### src/rtl/float_cmp_issuer.sv
// float_cmp_issuer
//
// Initiator for an AXI-stream float compare unit. Tagged compare requests
// from a local controller are split onto two independent operand streams
// (A and B). The request tag is parked in an in-order FIFO, and each result
// byte from the compare unit is paired with the oldest tag and presented
// as a response. Upstream logic can issue one compare per cycle without
// knowing the compare unit's latency. Only the FIFO depth limits it.
//
// Ports
//   aclk, aresetn          clock, async active-low reset
//   req_*                  request handshake, operands and tag
//   m_axis_a_* / m_axis_b_*  operand streams to the compare unit
//   s_axis_result_*        result stream from the compare unit (bit 0 = a<b)
//   rsp_*                  response handshake, lt flag and tag
//   outstanding            tags issued whose result has not yet returned
//   err                    sticky: a result arrived with no tag in flight

module float_cmp_issuer #(
    parameter int SIZE            = 32,
    parameter int TAG_W           = 4,
    parameter int MAX_OUTSTANDING = 4
) (
    input  logic                                 aclk,
    input  logic                                 aresetn,

    input  logic                                 req_valid,
    output logic                                 req_ready,
    input  logic [SIZE-1:0]                      req_a,
    input  logic [SIZE-1:0]                      req_b,
    input  logic [TAG_W-1:0]                     req_tag,

    output logic [SIZE-1:0]                      m_axis_a_tdata,
    output logic                                 m_axis_a_tvalid,
    input  logic                                 m_axis_a_tready,
    output logic [SIZE-1:0]                      m_axis_b_tdata,
    output logic                                 m_axis_b_tvalid,
    input  logic                                 m_axis_b_tready,

    input  logic [7:0]                           s_axis_result_tdata,
    input  logic                                 s_axis_result_tvalid,
    output logic                                 s_axis_result_tready,

    output logic                                 rsp_valid,
    input  logic                                 rsp_ready,
    output logic                                 rsp_lt,
    output logic [TAG_W-1:0]                     rsp_tag,

    output logic [$clog2(MAX_OUTSTANDING+1)-1:0] outstanding,
    output logic                                 err
);

    localparam int PTR_W = $clog2(MAX_OUTSTANDING);
    localparam int CNT_W = $clog2(MAX_OUTSTANDING + 1);
    localparam logic [CNT_W-1:0] CNT_MAX = CNT_W'(MAX_OUTSTANDING);

    logic             req_fire;
    logic             a_fire;
    logic             b_fire;
    logic             res_fire;
    logic             fifo_empty;
    logic             push;
    logic             pop;
    logic [PTR_W-1:0] wr_ptr;
    logic [PTR_W-1:0] rd_ptr;
    logic [TAG_W-1:0] tag_mem [MAX_OUTSTANDING];

    // Only the lt flag is meaningful in the result byte.
    logic             unused_res_bits;
    assign unused_res_bits = ^s_axis_result_tdata[7:1];

    assign a_fire   = m_axis_a_tvalid && m_axis_a_tready;
    assign b_fire   = m_axis_b_tvalid && m_axis_b_tready;
    assign res_fire = s_axis_result_tvalid && s_axis_result_tready;

    // tready feeds req_ready combinationally so that a channel draining in
    // the same cycle can be reloaded without a bubble.
    assign req_ready = (!m_axis_a_tvalid || m_axis_a_tready) &&
                       (!m_axis_b_tvalid || m_axis_b_tready) &&
                       (outstanding < CNT_MAX);
    assign req_fire  = req_valid && req_ready;

    assign s_axis_result_tready = !rsp_valid || rsp_ready;

    // The outstanding counter doubles as the FIFO occupancy.
    assign fifo_empty = (outstanding == '0);
    assign push       = req_fire;
    assign pop        = res_fire && !fifo_empty;

    // Operand channels: valid flags are reset, data is don't-care.
    always_ff @(posedge aclk or negedge aresetn) begin
        if (!aresetn) begin
            m_axis_a_tvalid <= 1'b0;
            m_axis_b_tvalid <= 1'b0;
        end else begin
            if (req_fire) begin
                m_axis_a_tvalid <= 1'b1;
            end else if (a_fire) begin
                m_axis_a_tvalid <= 1'b0;
            end
            if (req_fire) begin
                m_axis_b_tvalid <= 1'b1;
            end else if (b_fire) begin
                m_axis_b_tvalid <= 1'b0;
            end
        end
    end

    always_ff @(posedge aclk) begin
        if (req_fire) begin
            m_axis_a_tdata <= req_a;
            m_axis_b_tdata <= req_b;
        end
    end

    // Tag FIFO storage; contents are don't-care after reset because the
    // pointers and counter define what is valid.
    always_ff @(posedge aclk) begin
        if (push) begin
            tag_mem[wr_ptr] <= req_tag;
        end
    end

    always_ff @(posedge aclk or negedge aresetn) begin
        if (!aresetn) begin
            wr_ptr      <= '0;
            rd_ptr      <= '0;
            outstanding <= '0;
        end else begin
            if (push) begin
                wr_ptr <= wr_ptr + PTR_W'(1);
            end
            if (pop) begin
                rd_ptr <= rd_ptr + PTR_W'(1);
            end
            if (push && !pop) begin
                outstanding <= outstanding + CNT_W'(1);
            end else if (pop && !push) begin
                outstanding <= outstanding - CNT_W'(1);
            end
        end
    end

    // Response register. A result can be captured in the same cycle the
    // previous response is taken, which keeps the response path at full rate.
    always_ff @(posedge aclk or negedge aresetn) begin
        if (!aresetn) begin
            rsp_valid <= 1'b0;
            rsp_lt    <= 1'b0;
            rsp_tag   <= '0;
        end else begin
            if (pop) begin
                rsp_valid <= 1'b1;
                rsp_lt    <= s_axis_result_tdata[0];
                rsp_tag   <= tag_mem[rd_ptr];
            end else if (rsp_valid && rsp_ready) begin
                rsp_valid <= 1'b0;
            end
        end
    end

    // A result with no tag in flight is swallowed and flagged until reset.
    always_ff @(posedge aclk or negedge aresetn) begin
        if (!aresetn) begin
            err <= 1'b0;
        end else if (res_fire && fifo_empty) begin
            err <= 1'b1;
        end
    end

endmodule

### config.mk
export PLATFORM = sky130hd
export DESIGN_NAME = float_cmp_issuer
export DESIGN_NICKNAME = d
export VERILOG_FILES = /design/src/rtl/float_cmp_issuer.sv
export SDC_FILE = /design/constraint.sdc
export NUM_CORES = 1
export LEC_CHECK = 0
export ABC_AREA = 1
export ABC_CLOCK_PERIOD_IN_PS = 6400
export CAP_MARGIN = 20
export CORE_AREA = 5 5 69 134
export DETAILED_ROUTE_END_ITERATION = 16
export DIE_AREA = 0 0 74 139
export PLACE_DENSITY = 0.83
export SYNTH_ARGS = -nofsm -noshare
export SYNTH_HDL_FRONTEND = slang
export SYNTH_SLANG_ARGS = --single-unit
### constraint.sdc
create_clock -name aclk -period 6.4 [get_ports aclk]
set_input_delay 1.6 -clock aclk [delete_from_list [all_inputs] [get_ports aclk]]
set_output_delay 1.6 -clock aclk [all_outputs]
set_load 0.01 [all_outputs]
## Yosys cells after proc, flatten, opt, wreduce, memory -nomap -nowiden

Memories as Yosys holds them, arrays and structs flattened. A register that Yosys moved wholly into a read port is not among the register bits.
Cells that the tools add are included.

| word-level totals | value |
|---|---|
| register bits | 76 |
| RAM bits | 16 |
| bits of input ports | 83 |
| memories kept | 1 |

| cells by class | value |
|---|---|
| add/sub/neg operators | 4 |
| magnitude comparators | 1 |
| muxes and demuxes | 10 |
| reductions and logical operators | 26 |

Memory list:

| name | words | width | read ports | clocked after Yosys merged registers in | wr ports | line | text |
|---|---|---|---|---|---|---|---|
| tag_mem | 4 | 4 | 1 | 1 | 1 | 66 | `logic [TAG_W-1:0] tag_mem [MAX_OUTSTANDING];` |

Operators by type and width:

| kind | count |
|---|---|
| $logic_and A1 B1 Y1 | 11 |
| $mux W1 | 8 |
| $reduce_bool A2 Y1 | 4 |
| $logic_not A1 Y1 | 7 |
| $mux W3 | 2 |
| $add A2 B1 Y2 const B | 2 |
| $add A3 B1 Y3 const B | 1 |
| $logic_not A3 Y1 | 1 |
| $logic_or A1 B1 Y1 | 3 |
| $lt A3 B3 Y1 const B | 1 |
| $sub A3 B1 Y3 const B | 1 |

## Logic depth before layout (Yosys ltp)

| depth | value |
|---|---|
| depth in word-level cells | 9 |
| gate-level depth with buffers | 11 |
| gate-level depth less buffers | 11 |

## Least setup slack after synthesis

Ideal clock, no wire load.

| timing | value |
|---|---|
| path type | input port to flip-flop |
| from | input m_axis_b_tready |
| to | register outstanding[2] |
| setup time | 124 ps |
| data arrival time | 4223 ps |
| path slack | 2053 ps |
| stages on the path | 10 |
| path buffers | 0 |
| cells stage by stage | inv_1 > nand2_2 > nand4_4 > inv_1 > ha_1 > inv_1 > fa_1 > nand2_1 > nand3_1 > xor2_1 |

| between the ends | value |
|---|---|
| longest elaborated chain between the ends | 7 |
| elaborated cells between the ends (all ways) | 9 |
| those cells by class | mux: 1; reduce/logical: 8 |

Ends and longest elaborated chain:

| item | line | text |
|---|---|---|
| start: declaration | 38 | `input logic m_axis_b_tready,` |
| $logic_or A1 B1 Y1 * | 79 | `(!m_axis_b_tvalid \|\| m_axis_b_tready) &&` |
| $logic_and A1 B1 Y1 * | 78 | `assign req_ready = (!m_axis_a_tvalid \|\| m_axis_a_tready) &&` |
| $logic_and A1 B1 Y1 * | 79 |  |
| $logic_and A1 B1 Y1 * | 81 | `assign req_fire = req_valid && req_ready;` |
| named net push | 62 | `logic push;` |
| $logic_not A1 Y1 | 138 | `end else if (pop && !push) begin` |
| $logic_and A1 B1 Y1 | 138 |  |
| $reduce_bool A2 Y1 (no line) | n/a |  |
| end signal: assignment | 137 | `outstanding <= outstanding + CNT_W'(1);` |
| end signal: assignment | 139 | `outstanding <= outstanding - CNT_W'(1);` |
| end: declaration | 49 | `output logic [$clog2(MAX_OUTSTANDING+1)-1:0] outstanding,` |

Mark *: on every way through the listed nets, which the timed path passes. The rest lies on a longest branch.
A chain may end at the register's enable or synchronous reset.

## Worst setup path after layout

| timing | value |
|---|---|
| from | input m_axis_b_tready |
| to | output req_ready |

| between the ends | value |
|---|---|
| longest elaborated chain between the ends | 3 |

Ends and longest elaborated chain:

| item | line | text |
|---|---|---|
| $logic_or A1 B1 Y1 | 79 |  |
| $logic_and A1 B1 Y1 | 78 |  |
| $logic_and A1 B1 Y1 | 79 |  |
| end: declaration | 28 | `output logic req_ready,` |

No other way between the ends.

==> results.py <==
metrics = {
    "placed_design": {
        "place_congestion": 0.7486,
        "numPortBuffers": 153,
        "place_worst_setup_slack_ns": 1.855,
        "dp_hpwl_mm": 6.359,
    },
    "die": {
        "fp.dieH_um": 139,
        "dieArea_mm2": 0.01029,
        "core-area_mm2": 0.008174,
        "rows": 47,
        "die_w_um": 74,
        "start_util": 0.4229,
        "io_pins": 161,
    },
    "drt": {
        "wl_mm": 7.870,
        "drt_iter0_drc": 102,
        "wl_per_cell_um": 16.13,
        "vias": 2205,
        "antenna_left": 0,
        "drc": 0,
        "drt_first_pass_iters": 4,
        "avgViaCountPerCell": 4.518,
    },
    "sta": {
        "fin_crit_sh": 0.7114,
        "setup_violations": 0,
        "worst_slew_pin_slew_ns": 0.7718,
        "timing.fmax_mhz": 219.6,
        "setup_tns_ns": 0,
        "slew_violations": 0,
        "skew_ns": 0.008571,
        "rsz0062_at_grt": "false",
        "whs_ns": 0.4808,
        "relSlewSlack": 0.4855,
        "finalCriticalPeriod_ns": 4.553,
        "finalWorstSetupSlack_ns": 1.847,
        "finalHoldViolCount": 0,
    },
    "clock_tree": {
        "cts_root_buf": "clkbuf_16",
        "clkTransAtPathRegs_ns": 0.07,
        "cts_tree": "done",
        "ctsResizeCount": 0,
        "clk_latency_ns": 0.32,
        "postCtsSetupBuffers": 0,
        "cts.htree.levels": 3,
        "cts_sinks": 96,
        "numCtsBuffers": 9,
        "clockBufferDepth": 2,
        "hold_buffers": 0,
    },
    "critical_path": {
        "cpMaxStageDelayCell": "clkdlybuf4s50_1",
        "path_buf_inv": 4,
        "worst-setup-path-type": "input pin to primary output",
        "worstPathCellList": "clkdlybuf4s50_1 > inv_1 > nand2_2 > inv_1 > nor2_1 > clkdlybuf4s50_1",
        "cp-end-kind": "primary output",
        "cp.required_ns": 4.80,
        "arrival_ns": 2.95,
        "cp-start-kind": "input pin",
        "slowest_delay_ns": 0.55,
        "critical_path.top_delay_family": "buffers and inverters",
        "path_max_fanout": 5,
    },
    "synth": {
        "synthArstFlopShare": 0.1667,
        "yosysTopAreaCell": "edfxtp_1",
        "ys_seq_area_frac": 0.8107,
        "netlist_area_mm2": 0.003457,
        "syn_nets": 311,
        "synth_seq_cells": 96,
        "yosys_warnings": 0,
        "synth_edf_count": 80,
        "ys.flop_type": "edfxtp_1",
        "synth_top_area_frac": 0.6949,
        "synth.most_common_cell": "edfxtp_1",
        "synth_cell_types": 23,
        "synthTopCellsByCount": "edfxtp_1 (80), nand2_1 (54), inv_1 (28)",
        "yosys-top-cells-area": "edfxtp_1 (69%), dfrtp_1 (12%), nand2_1 (5.9%)",
        "synth_cells": 222,
        "syn_area_per_cell_um2": 15.57,
    },
    "power_and_ir_drop": {
        "leakagePower_nw": 2.142,
        "clockPowerShare": 0.268,
        "sw_frac_of_total": 0.2884,
        "power_w": 0.002083,
        "pwr-share-seq": 0.439,
        "p_per_area_mw_per_mm2": 384.0,
        "switching_power_w": 0.0006008,
        "power.internal_w": 0.001482,
        "pwr-share-comb": 0.293,
        "peakVddDrop_mv": 0.2472,
    },
    "grt": {
        "grt_pass1_wl_mm": 12.40,
        "grt_max_degree": 65,
        "track_usage": 0.1630,
        "grt_pass1_vias": 2450,
        "antenna_found_initial": 0,
        "grt_overflow_total": 0,
    },
    "hold_path": {
        "hp-class": "flip-flop to flip-flop",
    },
    "layout": {
        "area_growth_pct": 56.93,
        "drive_gt1_frac": 0.08462,
        "antenna_cells": 0,
        "final_nets": 474,
    },
    "flow_run": {
        "max-cap-violations": 0,
    },
    "outcome": {
        "outcome": "completed",
    },
}
-- tightest hold or removal path: cells and delay by family (launching register included) --
kind | cells | cell delay, ns
DFF | 1 | 0.34
and+or+nand+nor | 2 | 0.10
-- cell families after synthesis --
family,Yosys count,synth area share
flops,96,0.8107
simple gates,79,0.1129
buf+inv,36,0.04126
fa+ha+maj,6,0.02389
xor+xnor,3,0.007602
compound gates,2,0.003619
-- power groups by stage --
stage               Sequential [W]  Combinational, W  Clock, W
floorplan                 0.000965          0.000243         0
global placement          0.000922          0.000599         0
detailed placement        0.000930          0.000621         0
CTS                       0.000917          0.000624  0.000572
global route              0.000932          0.000673  0.000602
finish                    0.000915          0.000611  0.000557
-- flip-flops by register name (all words and copies together) (netlist names) --
signal,cells
rd_ptr,2
wr_ptr,2
outstanding,3
m_axis_b_tdata,32
tag_mem,16
m_axis_a_tvalid,1
m_axis_b_tvalid,1
rsp_tag,4
rsp_lt,1
err,1
rsp_valid,1
m_axis_a_tdata,32
-- metrics by stage --
| stage | cells | area (um2) | utilization |
|---|---|---|---|
| 2_1_floorplan | 222 | 3457 | - |
| 3_3_place_gp | 472 | 5106 | 0.6247 |
| 3_5_place_dp | 472 | 5106 | 0.6247 |
| 4_1_cts | 488 | 5425 | 0.6637 |
| 5_1_grt | 488 | 5425 | 0.6637 |
| 6_report | 488 | 5425 | 0.6637 |
-- cells in the final DEF (no fill, tap or decap), types with 2 or more instances in the layout --
cell             count
clkdlybuf4s50_1    153
edfxtp_1            80
nand2_1             54
inv_1               27
dfrtp_1             16
nand3_1              9
clkbuf_16            9
inv_2                6
nor2_1               5
ha_1                 5
nand2_4              3
nand2_2              2
xor2_1               2
nand4_1              2
clkinv_2             2
bufinv_16            2
clkinvlp_4           2
-- layer usage --
metal	share of wire	vias up	track usage
met5	0	-	0
met2	0.58	94	0.3034
met3	0.094	12	0.07257
li1	-	1065	-
met1	0.31	1034	0.1440
met4	0.020	0	0.06208
-- worst paths after layout --
path	startpoint	endpoint	slack (ns)	depth (start not counted)
worst max-delay path	m_axis_b_tready	req_ready	1.85	6
worst min-delay path	rsp_tag[1]$_DFFE_PN0P_	rsp_tag[1]$_DFFE_PN0P_	0.48	2
worst max register to register	outstanding[0]$_DFFE_PN0P_	outstanding[2]$_DFFE_PN0P_	4.51	9
worst min register to register	rsp_tag[1]$_DFFE_PN0P_	rsp_tag[1]$_DFFE_PN0P_	0.48	2
max in group asynchronous	aresetn	m_axis_b_tvalid$_DFFE_PN0P_	4.22	1
min in group asynchronous	aresetn	outstanding[1]$_DFFE_PN0P_	1.71	1
-- final cells by class --
class                           instances  area, um2
Sequential cell                        96       2803
Fill cell                             588       2749
Timing Repair Buffer                  154       1539
Multi-Input combinational cell         90      511.7
Clock buffer                            9      225.2
Inverter                               34      130.1
Tap cell                               98      122.6
Clock inverter                          7      93.84
(Power assumes the default switching activity.)
